--- config.mk ---
export PLATFORM = sky130hd
export DESIGN_NAME = pipelined_cla_adder_flat
export DESIGN_NICKNAME = d
export VERILOG_FILES = /design/src/rtl/pipelined_cla_adder_pkg.sv /design/src/rtl/pipelined_cla_adder_if.sv /design/src/rtl/pipelined_cla_adder_cla_block.sv /design/src/rtl/pipelined_cla_adder.sv /design/src/flat_wrapper.sv
export SDC_FILE = /design/constraint.sdc
export NUM_CORES = 1
export LEC_CHECK = 0
export ABC_AREA = 1
export CORE_MARGIN = 5
export CORE_UTILIZATION = 51
export CTS_CLUSTER_DIAMETER = 150
export CTS_CLUSTER_SIZE = 28
export DETAILED_ROUTE_END_ITERATION = 8
export GPL_ROUTABILITY_DRIVEN = 0
export PLACE_DENSITY = 0.85
export SLEW_MARGIN = 5
export SYNTH_ARGS = -nofsm -noshare
export SYNTH_HDL_FRONTEND = slang
export SYNTH_HIERARCHICAL = 1
export SYNTH_SLANG_ARGS = --single-unit
export TNS_END_PERCENT = 20
--- constraint.sdc ---
create_clock -name clk -period 2.05 [get_ports clk]
set_input_delay 0.5125 -clock clk [delete_from_list [all_inputs] [get_ports clk]]
set_output_delay 0.5125 -clock clk [all_outputs]
set_load 0.02 [all_outputs]
--- src/rtl/pipelined_cla_adder_pkg.sv ---
// Shared defaults and small helpers for the pipelined carry-lookahead adder.
package pipelined_cla_adder_pkg;

  localparam int DEFAULT_BITWIDTH = 32;
  localparam int DEFAULT_BLOCK    = 8;

  // Number of pipeline stages: one BLOCK-wide slice is resolved per stage.
  function automatic int stageCount(input int bitwidth, input int block);
    return bitwidth / block;
  endfunction

endpackage

--- src/rtl/pipelined_cla_adder_if.sv ---
// Operand/result handshake bundle for the pipelined carry-lookahead adder.
// The master side produces operands and consumes results; the slave side is the adder.
interface pipelined_cla_adder_if
  import pipelined_cla_adder_pkg::*;
#(
  parameter int BITWIDTH = DEFAULT_BITWIDTH
);

  logic                in_valid;
  logic                in_ready;
  logic [BITWIDTH-1:0] bits_a;
  logic [BITWIDTH-1:0] bits_b;
  logic                carry_in;
  logic                sub;
  logic                out_valid;
  logic                out_ready;
  logic [BITWIDTH-1:0] sum;
  logic                carry_out;
  logic                overflow;

  modport master (
    output in_valid,
    output bits_a,
    output bits_b,
    output carry_in,
    output sub,
    output out_ready,
    input  in_ready,
    input  out_valid,
    input  sum,
    input  carry_out,
    input  overflow
  );

  modport slave (
    input  in_valid,
    input  bits_a,
    input  bits_b,
    input  carry_in,
    input  sub,
    input  out_ready,
    output in_ready,
    output out_valid,
    output sum,
    output carry_out,
    output overflow
  );

endinterface

--- src/rtl/pipelined_cla_adder_cla_block.sv ---
// Combinational BLOCK-wide carry-lookahead slice. Every internal carry is
// formed directly from the per-bit generate/propagate terms and the slice
// carry-in, so no carry ripples bit to bit inside the slice.
module cla_block
  import pipelined_cla_adder_pkg::*;
#(
  parameter int BLOCK = DEFAULT_BLOCK
) (
  input  logic [BLOCK-1:0] a_i,
  input  logic [BLOCK-1:0] b_i,
  input  logic             cin_i,
  output logic [BLOCK-1:0] sum_o,
  output logic             prop_o,
  output logic             gen_o,
  output logic             cout_o,
  output logic             cmsb_o
);

  logic [BLOCK-1:0] prop;
  logic [BLOCK-1:0] gen;
  logic [BLOCK:0]   carry;

  // Carry into bit bitIdx as a flat sum of products:
  // g[i-1] | p[i-1]g[i-2] | ... | p[i-1..0]cin.
  function automatic logic carryInto(
    input logic [BLOCK-1:0] genBits,
    input logic [BLOCK-1:0] propBits,
    input logic             cIn,
    input int               bitIdx
  );
    logic acc;
    logic run;
    acc = 1'b0;
    run = 1'b1;
    for (int j = BLOCK - 1; j >= 0; j--) begin
      if (j < bitIdx) begin
        acc = acc | (run & genBits[j]);
        run = run & propBits[j];
      end
    end
    return acc | (run & cIn);
  endfunction

  assign prop = a_i ^ b_i;
  assign gen  = a_i & b_i;

  // Resolve every carry of the slice in parallel from generate/propagate.
  always_comb begin
    carry = '0;
    for (int i = 0; i <= BLOCK; i++) begin
      carry[i] = carryInto(gen, prop, cin_i, i);
    end
  end

  assign sum_o  = prop ^ carry[BLOCK-1:0];
  assign prop_o = &prop;
  assign gen_o  = carryInto(gen, prop, 1'b0, BLOCK);
  assign cout_o = carry[BLOCK];
  assign cmsb_o = carry[BLOCK-1];

endmodule

--- src/rtl/pipelined_cla_adder.sv ---
// Pipelined carry-lookahead adder/subtractor. Stage k resolves operand slice k
// with a cla_block, using the slice carry registered by stage k-1. Operands for
// later slices travel forward with the beat and finished low sum slices are
// carried along so the whole result emerges from the last stage at once.
// Each stage has its own valid bit and the stages form an elastic pipeline.
module pipelined_cla_adder
  import pipelined_cla_adder_pkg::*;
#(
  parameter int BITWIDTH = DEFAULT_BITWIDTH,
  parameter int BLOCK    = DEFAULT_BLOCK
) (
  input logic                  clk,
  input logic                  rst,
  pipelined_cla_adder_if.slave bus
);

  localparam int STAGES = stageCount(BITWIDTH, BLOCK);

  if ((BLOCK < 2) || (BITWIDTH < BLOCK) || ((BITWIDTH % BLOCK) != 0)) begin : gParamCheck
    $error("pipelined_cla_adder: BITWIDTH must be a multiple of BLOCK, at least BLOCK, and BLOCK must be at least 2");
  end

  // Stage registers: index k holds what stage k produced for its beat.
  logic                valid_q [STAGES];
  logic                valid_d [STAGES];
  logic [BITWIDTH-1:0] a_q     [STAGES];
  logic [BITWIDTH-1:0] a_d     [STAGES];
  logic [BITWIDTH-1:0] b_q     [STAGES];
  logic [BITWIDTH-1:0] b_d     [STAGES];
  logic [BITWIDTH-1:0] sum_q   [STAGES];
  logic [BITWIDTH-1:0] sum_d   [STAGES];
  logic                carry_q [STAGES];
  logic                carry_d [STAGES];
  logic                ovf_q;
  logic                ovf_d;

  // What each stage sees on its input side.
  logic [BITWIDTH-1:0] stageA     [STAGES];
  logic [BITWIDTH-1:0] stageB     [STAGES];
  logic [BITWIDTH-1:0] stageSum   [STAGES];
  logic                stageCarry [STAGES];
  logic                stageValid [STAGES];

  // Per-stage lookahead results.
  logic [BLOCK-1:0]    sliceSum  [STAGES];
  logic                sliceProp [STAGES];
  logic                sliceGen  [STAGES];
  logic                sliceCout [STAGES];
  logic                sliceCmsb [STAGES];

  logic                ready [STAGES+1];
  logic                inReady;
  logic                unusedFold;

  for (genvar k = 0; k < STAGES; k++) begin : gStage
    cla_block #(
      .BLOCK(BLOCK)
    ) uCla (
      .a_i   (stageA[k][k*BLOCK +: BLOCK]),
      .b_i   (stageB[k][k*BLOCK +: BLOCK]),
      .cin_i (stageCarry[k]),
      .sum_o (sliceSum[k]),
      .prop_o(sliceProp[k]),
      .gen_o (sliceGen[k]),
      .cout_o(sliceCout[k]),
      .cmsb_o(sliceCmsb[k])
    );
  end

  // A stage may load when it is empty or its beat moves on this cycle;
  // the input is held off entirely while reset is asserted.
  always_comb begin
    ready[STAGES] = bus.out_ready;
    for (int k = STAGES - 1; k >= 0; k--) begin
      ready[k] = !valid_q[k] || ready[k+1];
    end
    inReady = ready[0] && !rst;
  end

  // Stage 0 takes the effective operands from the bus; later stages take the
  // registers of the stage before them.
  always_comb begin
    stageA[0]     = bus.bits_a;
    stageB[0]     = bus.sub ? ~bus.bits_b : bus.bits_b;
    stageSum[0]   = '0;
    stageCarry[0] = bus.carry_in ^ bus.sub;
    stageValid[0] = bus.in_valid && inReady;
    for (int k = 1; k < STAGES; k++) begin
      stageA[k]     = a_q[k-1];
      stageB[k]     = b_q[k-1];
      stageSum[k]   = sum_q[k-1];
      stageCarry[k] = carry_q[k-1];
      stageValid[k] = valid_q[k-1];
    end
  end

  // Next state: a stage refreshes its valid bit whenever it may load, and
  // captures new data only for a real beat so a stalled result stays put.
  always_comb begin
    valid_d = valid_q;
    a_d     = a_q;
    b_d     = b_q;
    sum_d   = sum_q;
    carry_d = carry_q;
    ovf_d   = ovf_q;
    for (int k = 0; k < STAGES; k++) begin
      if (ready[k]) begin
        valid_d[k] = stageValid[k];
      end
      if (ready[k] && stageValid[k]) begin
        a_d[k]                       = stageA[k];
        b_d[k]                       = stageB[k];
        sum_d[k]                     = stageSum[k];
        sum_d[k][k*BLOCK +: BLOCK]   = sliceSum[k];
        carry_d[k]                   = sliceCout[k];
      end
    end
    if (ready[STAGES-1] && stageValid[STAGES-1]) begin
      ovf_d = sliceCmsb[STAGES-1] ^ sliceCout[STAGES-1];
    end
  end

  // Pipeline registers with synchronous reset that drops every in-flight beat.
  always_ff @(posedge clk) begin
    if (rst) begin
      for (int k = 0; k < STAGES; k++) begin
        valid_q[k] <= 1'b0;
        a_q[k]     <= '0;
        b_q[k]     <= '0;
        sum_q[k]   <= '0;
        carry_q[k] <= 1'b0;
      end
      ovf_q <= 1'b0;
    end else begin
      valid_q <= valid_d;
      a_q     <= a_d;
      b_q     <= b_d;
      sum_q   <= sum_d;
      carry_q <= carry_d;
      ovf_q   <= ovf_d;
    end
  end

  // Operand copies in the last stage and the slice propagate/generate terms
  // have no consumer; fold them here so they are visibly intentional.
  always_comb begin
    unusedFold = ^{a_q[STAGES-1], b_q[STAGES-1]};
    for (int k = 0; k < STAGES; k++) begin
      unusedFold = unusedFold ^ sliceProp[k] ^ sliceGen[k] ^ sliceCmsb[k];
    end
  end

  assign bus.in_ready  = inReady;
  assign bus.out_valid = valid_q[STAGES-1];
  assign bus.sum       = sum_q[STAGES-1];
  assign bus.carry_out = carry_q[STAGES-1];
  assign bus.overflow  = ovf_q;

endmodule
--- src/flat_wrapper.sv ---
// flat-port wrapper written by rule: the top's interface ports become plain ports
module pipelined_cla_adder_flat import pipelined_cla_adder_pkg::*;
#(
  parameter int BITWIDTH = DEFAULT_BITWIDTH,
  parameter int BLOCK    = DEFAULT_BLOCK
)
  (clk, rst, bus_in_valid, bus_bits_a, bus_bits_b, bus_carry_in, bus_sub, bus_out_ready, bus_in_ready, bus_out_valid, bus_sum, bus_carry_out, bus_overflow);
  pipelined_cla_adder_if #(.BITWIDTH(BITWIDTH)) bus_i ();
  input logic clk;
  input logic rst;
  input wire logic [$bits(bus_i.in_valid)-1:0] bus_in_valid;
  input wire logic [$bits(bus_i.bits_a)-1:0] bus_bits_a;
  input wire logic [$bits(bus_i.bits_b)-1:0] bus_bits_b;
  input wire logic [$bits(bus_i.carry_in)-1:0] bus_carry_in;
  input wire logic [$bits(bus_i.sub)-1:0] bus_sub;
  input wire logic [$bits(bus_i.out_ready)-1:0] bus_out_ready;
  output wire logic [$bits(bus_i.in_ready)-1:0] bus_in_ready;
  output wire logic [$bits(bus_i.out_valid)-1:0] bus_out_valid;
  output wire logic [$bits(bus_i.sum)-1:0] bus_sum;
  output wire logic [$bits(bus_i.carry_out)-1:0] bus_carry_out;
  output wire logic [$bits(bus_i.overflow)-1:0] bus_overflow;
  assign bus_i.in_valid = bus_in_valid;
  assign bus_i.bits_a = bus_bits_a;
  assign bus_i.bits_b = bus_bits_b;
  assign bus_i.carry_in = bus_carry_in;
  assign bus_i.sub = bus_sub;
  assign bus_i.out_ready = bus_out_ready;
  assign bus_in_ready = bus_i.in_ready;
  assign bus_out_valid = bus_i.out_valid;
  assign bus_sum = bus_i.sum;
  assign bus_carry_out = bus_i.carry_out;
  assign bus_overflow = bus_i.overflow;
  pipelined_cla_adder #(.BITWIDTH(BITWIDTH), .BLOCK(BLOCK)) u_core (.clk(clk), .rst(rst), .bus(bus_i));
endmodule
==> summary.md, run 1 <==
| Metric | Value |
|---|---|
| Placed Cells | 1,631 |
| DPL Wire Length | 15.1 mm |
| Hold Path Class | register to register |
| Worst Setup SP | u_core/bus.sum[1]$_SDFFE_PP0P_ |
| Fin crit share | 94.7% |
| Slew Viols, Final | 0 |
| RSZ-0062 raised after global routing | true |
| WL met3 | 1.52 mm |
| Initial antenna violation count | 0 |
| Root Driver | clkbuf_16 |
| Status | finished clean |
| Kind of critical path | register to primary output |
| LEAKAGE | 5.16 nW |
| WL final | 21.8 mm |
| Initial core utilization | 52.0% |
| Pwr dens | 765 mW/mm^2 |
| WL met2 | 10.0 mm |
| Largest net degree at the start of global routing | 111 |
| Synthesized area | 0.00937 mm^2 |
| Area Overhead vs Synth | 21.7% |
| Reg2reg start | u_core/b_q[81]$_SDFFE_PP0P_ |
| Core Area | 0.0180 mm^2 |
| Top routing layer used | met4 |
| Worst path arrival time | 1.43 ns |
| Vias per cell | 5.22 |
| Antenna-violating nets left | 0 |
| Syn Inst Count | 1,339 |
| Max Fanout on Critical Path | 2 |
| Max-cap violations | 0 |
| Post-layout nets | 1,531 |
| CP required | 1.54 ns |
| Layout cells sized above 1 | 8.23% |
| Multi-input gate area | 0.00490 mm^2 |
| Non-filler instance count after layout | 1,663 |
| Die area | 0.0212 mm^2 |
| Clock H-tree levels | 4 |
| Final hold violation count | 0 |
| Drc violations | 0 |
| Clock latency on the worst-skew pair | 0.43 ns |
| First-pass GRT wire length | 36.4 mm |
| Vias | 8,674 |
| Vias in the first global route | 7,897 |
| Crit-path leading delay family | buffers and inverters |
| Power, Total | 8.73 mW |
| Critical Path Source Type | register |
| Hold-fix buffer count after cts | 0 |
| # rows | 49 |
| Setup Viol. Count Final | 0 |
| Metal-1 WL | 9.82 mm |
| Pre-Repair DR Iteration Count | 5 |
| Syn_nets | 1,449 |
| Clock edge transition at the registers on the reported setup and hold paths | 0.07 ns |
| Port buffer count | 105 |
| Flop-to-flop setup slack | 0.17 ns |
| Worst slew margin | 28.3% |
| Endpoint class of the critical path | primary output |
| Top Ports | 106 |
| Max Clock Skew | 0.00731 ns |
| CTS Buf Count | 17 |
| CP Cell Sequence | clkdlybuf4s50_1 |
| Buffers and inverters on the worst path | 1 |
| Sink Count | 185 |
| GR Util All Layers | 20.1% |
| Post-CTS setup buffer count | 0 |
| Final hold slack | 0.458 ns |
| Max Clock Freq | 0.515 GHz |
| Worst VDD drop | 637 uV |
| Overflow left after global routing | 0 |
| WL/cell | 13.1 um |
| Slowest stage cell on the critical path | clkdlybuf4s50_1 |
| Slowest stage delay, CP | 0.62 ns |
| Fill count | 1,553 |
| Die Y | 146 um |
| Worst Tran Pin Value | 1.08 ns |
| Clock period minus worst slack | 1.94 ns |
| DRT iter0 DRCs | 753 |
| Yosys warns | 6 |
| Longest Clk Path Bufs | 2 |
| CTS tree | done |
| Min-delay src | u_core/b_q[88]$_SDFFE_PP0P_ |
| Post-synthesis area per instance | 7.00 um^2 |
| DIE WIDTH | 146 um |
| Sequential cell area | 0.00370 mm^2 |
-- layout by cell type, fill, tap and decap left out, drive strengths merged --
master and n:
dfxtp 185, clkdlybuf4s50 100, xor2 47, o21bai 2, nor2 258, dlymetal6s2s 1
nand4 73, diode 1, nor3 6, bufinv 4, buf 45, fa 4
xnor2 2, nand2 278, clkbuf 18, nand3 105, clkinv 5, clkinvlp 2
o21ai 85, inv 118, a21oi 59, ha 36
-- layout make-up --
cell class	count	share of cell area [%]
Multi-Input combinational cell	955	42.9
Sequential cell	185	32.5
Timing Repair Buffer	146	12.8
Inverter	116	3.83
Clock buffer	18	3.76
Tap cell	229	2.51
Clock inverter	13	1.68
Antenna cell	1	0.0219
-- repair_timing --
| action | 4_1_cts | 5_1_grt |
|---|---|---|
| hold endpoints to repair | 0 | 0 |
| endpoints found under the setup margin | 1 | 3 |
| gates resized for setup | 6 | 7 |
| pin swaps | 1 | 2 |
-- per-stage QoR --
step	TNS, ns	area, um^2	utilization [%]	setup slack [ns]
finish	0	11400	63.3	0.108
global route	-0.00550	11400	63.2	-0.00550
CTS	0	11400	63.0	0.00707
detailed placement	-25.08	10700	59.5	-0.436
global placement	-18.61	10700	59.5	-0.435
floorplan	-0.00239	9390	-	-0.00239
-- state kept, by name (all words and copies together) (netlist names) --
signal / cells
u_core/b_q: 48
u_core/bus.overflow: 1
u_core/bus.sum: 32
u_core/stageValid: 3
u_core/bus.out_valid: 1
u_core/stageSum: 48
u_core/bus.carry_out: 1
u_core/a_q: 48
u_core/carry_q: 3
-- metal layers --
layer  GRT usage (%)  vias up
met3            4.58       32
met2            32.0      257
li1                -     4466
met1            27.0     3919
met4            6.48        0
met5               0        -
-- worst min-delay path, stage by stage, from the launching register on --
cell     delay [ns]
dfxtp_1        0.31
nand2_1        0.06
a21oi_1        0.05
-- power by group --
part           internal (mW)  switching (mW)  total, mW  leakage, nW
sequential              3.80           0.135       3.94         1.51
clock                   2.05            1.39       3.45        0.299
combinational          0.592           0.752       1.34         3.35
total                   6.45            2.28       8.73         5.16
-- worst paths after layout --
path,to,depth (start not counted)
setup / recovery,bus_sum[1],1
hold / removal,u_core/b_q[88]$_SDFFE_PP0P_,2
setup reg to reg,u_core/stageSum[22]$_SDFFE_PP0P_,10
hold reg to reg,u_core/b_q[88]$_SDFFE_PP0P_,2
No activity file was read; power rests on OpenSTA's default activity.
==> run 2: changes to the inputs <==
CORE_UTILIZATION = 50   (was 51)
SYNTH_HIERARCHICAL = not set   (was 1)
==> run 2 against run 1 <==
Against the previous run: critical endpoint is now u_core.stageSum[69]$_SDFFE_PP0P_; global-route usage down 0.76 points; sequential cell count unchanged; sequential share of layout area up 2.6 points; worst setup slack better by 0.0051 ns; largest cell class unchanged; non-clock buffer count up 1; worst hold slack worse by 0.0027 ns; utilization up 0.56 points; register-to-register slack better by 0.14 ns; count of clock-buffer cells in the layout up 4; design area down 7.5%; via count down 15%; critical path depth up 8.
==> summary.md, run 2 <==
| Metric | Value |
|---|---|
| Status | finished clean |
| Main combinational cell family by area after synthesis | simple AND/OR/NAND/NOR gates |
| Synthesized area | 0.00841 mm^2 |
| Sink Count | 185 |
| Non-filler instance count after layout | 1,443 |
| Clock H-tree levels | 4 |
| Synth Area in Compound Gates | 15.5% |
| Internal | 6.43 mW |
| Final hold slack | 0.455 ns |
| WL final | 19.0 mm |
| Power, Total | 8.60 mW |
| Worst slew margin | 75.3% |
| Top Ports | 106 |
| Placed Cells | 1,411 |
| Worst VDD drop | 688 uV |
| Dominant synthesized flop cell | dfxtp_1 |
| Post-layout nets | 1,318 |
| Syn Inst Count | 1,105 |
| EDFF count, synth | 0 |
| Worst path arrival time | 2.25 ns |
| Seq/Total Area, Yosys | 44.0% |
| Slew Viols, Final | 0 |
| CTS Buf Count | 17 |
| Final instance area | 0.0105 mm^2 |
| Synth top area share | 44.0% |
| Kind of critical path | primary input to register |
| Core Area | 0.0165 mm^2 |
| Initial core utilization | 50.9% |
| DRT iter0 DRCs | 539 |
| Ant diodes | 0 |
| Max Fanout on Critical Path | 6 |
| Clock latency on the worst-skew pair | 0.42 ns |
| Pwr dens | 815 mW/mm^2 |
| Area Overhead vs Synth | 25.3% |
| Most common cell after layout, fill and taps aside | nor2_1 |
| Setup Viol. Count Final | 0 |
| Post-CTS setup buffer count | 0 |
| Largest net degree at the start of global routing | 78 |
| WL/cell | 13.1 um |
| Die Y | 140 um |
| Root Driver | clkbuf_16 |
| First-pass GRT wire length | 31.9 mm |
| CTS tree | done |
| Endpoint class of the critical path | register |
| DP Area | 0.00990 mm^2 |
| Critical Path Source Type | primary input |
| Sequential cell area | 0.00370 mm^2 |
| Fin crit share | 94.5% |
| Post-synthesis area per instance | 7.61 um^2 |
| Sequential share of power | 45.9% |
| Most frequent cells in the layout | 201 x nor2_1, 185 x dfxtp_1, 153 x o21ai_0 |
| Multi-input gate area | 0.00409 mm^2 |
| Psw | 2.17 mW |
| Adder-Cell Fraction of Synth Area | 6.01% |
| Clock power frac | 39.0% |
| Vias in the first global route | 6,970 |
| Slowest stage cell on the critical path | clkdlybuf4s50_1 |
| Vias | 7,387 |
| Longest Clk Path Bufs | 2 |
| Clock edge transition at the registers on the reported setup and hold paths | 0.06 ns |
| # rows | 47 |
| Drc violations | 0 |
| CP required | 2.36 ns |
| Max Clock Skew | 0.00898 ns |
| CP Cell Sequence | clkdlybuf4s50_1 > xor2_2 > ha_4 > a21oi_1 > o21a_1 > a21boi_0 > nand4_1 > nand3_1 > nand2_1 |
| LEAKAGE | 4.59 nW |
| Final hold violation count | 0 |
| Share of synthesized registers carrying an async set or reset | 0% |
| Vias per cell | 5.12 |
| Max Clock Freq | 0.516 GHz |
| Synth Register Bits | 185 |
| Die area | 0.0195 mm^2 |
| Slowest stage delay, CP | 0.50 ns |
| Cell taking the most area after synthesis | dfxtp_1 |
| Max-cap violations | 0 |
| GR Util All Layers | 19.3% |
| Port buffer count | 105 |
| Worst Tran Pin Value | 0.370 ns |
| Layout cells sized above 1 | 7.69% |
| Yosys warns | 0 |
| DPL Wire Length | 13.4 mm |
| Overflow left after global routing | 0 |
| TNS Setup | 0 ns |
| Commonest cells in the netlist | 202 x nor2_1, 185 x dfxtp_1, 153 x o21ai_0 |
| Top post-synthesis cells by area | dfxtp_1 44%, o21ai_0 9.1%, nor2_1 9.0% |
| Hold Path Class | register to register |
| Most numerous cell in the Yosys netlist | nor2_1 |
| Antenna-violating nets left | 0 |
| Gate power share | 15.1% |
| RSZ-0062 raised after global routing | false |
| Clock period minus worst slack | 1.94 ns |
| Mux cell area share after synthesis | 0% |
| Switching part of the total | 25.2% |
| Pre-Repair DR Iteration Count | 6 |
| Fill count | 1,316 |
| DIE WIDTH | 140 um |
| Synth Area in Simple Gates | 21.5% |
| Syn_nets | 1,213 |
| Synth unique cells | 40 |
| Synth Area in XOR/XNOR | 5.01% |
| Initial antenna violation count | 0 |
[run 2: layout make-up]
type,instances,area share (%)
multi-input combinational,759,38.8
clock inverter,10,1.34
inverter,100,3.57
clock buffer,22,4.50
sequential,185,35.1
timing repair buffer,147,14.1
tap,220,2.61
[run 2: what timing repair did]
action | CTS | global route
resized for setup | 4 | 6
pin swaps | 1 | 2
endpoints found under the setup margin | 1 | 4
hold endpoints to repair | 0 | 0
hold buffers | 0 | 0
[run 2: final timing paths]
kind                                                       start                               end  slack [ns]  depth (start not counted)
worst max-delay path                               bus_bits_b[4]  u_core.stageSum[69]$_SDFFE_PP0P_        0.11                          9
worst min-delay path            u_core.stageSum[21]$_SDFFE_PP0P_   u_core.bus.sum[21]$_SDFFE_PP0P_        0.46                          2
worst max register to register      u_core.b_q[108]$_SDFFE_PP0P_  u_core.stageSum[45]$_SDFFE_PP0P_        0.31                          9
worst min register to register  u_core.stageSum[21]$_SDFFE_PP0P_   u_core.bus.sum[21]$_SDFFE_PP0P_        0.46                          2
[run 2: critical path: cells and delay by family]
| kind | cells | cell delay [ns] |
|---|---|---|
| XOR/XNOR | 1 | 0.22 |
| AND/OR/NAND/NOR | 3 | 0.27 |
| AO/OA/AOI/OAI | 3 | 0.50 |
| buffers and inverters | 1 | 0.50 |
| adder cells (fa/ha/maj) | 1 | 0.26 |
[run 2: power by group through the flow]
stage	sequential (mW)	combinational, mW	clock (mW)
floorplan	4.01	0.792	0
global placement	4.01	1.23	0
detailed placement	4.02	1.27	0
CTS	3.94	1.29	3.39
global route	3.97	1.45	3.54
finish	3.94	1.30	3.35
[run 2: per-layer routing]
metal,global-route usage [%],wire (um),vias to the layer above
li1,-,-,3813
met5,0,0,-
met1,24.9,8640,3365
met2,32.2,8990,184
met4,6.53,332,0
met3,4.05,1000,25
[run 2: through the flow]
step / utilization [%] / setup slack [ns]
2_1_floorplan: - / -0.0299
3_3_place_gp: 59.9 / -0.360
3_5_place_dp: 59.9 / -0.361
4_1_cts: 63.6 / 0.0364
5_1_grt: 63.8 / 0.00140
6_report: 63.8 / 0.113
[run 2: logic make-up after synthesis]
logic type,Yosys count
xor+xnor,46
flops,185
buf+inv,161
compound gates,250
simple gates,425
fa+ha+maj,38
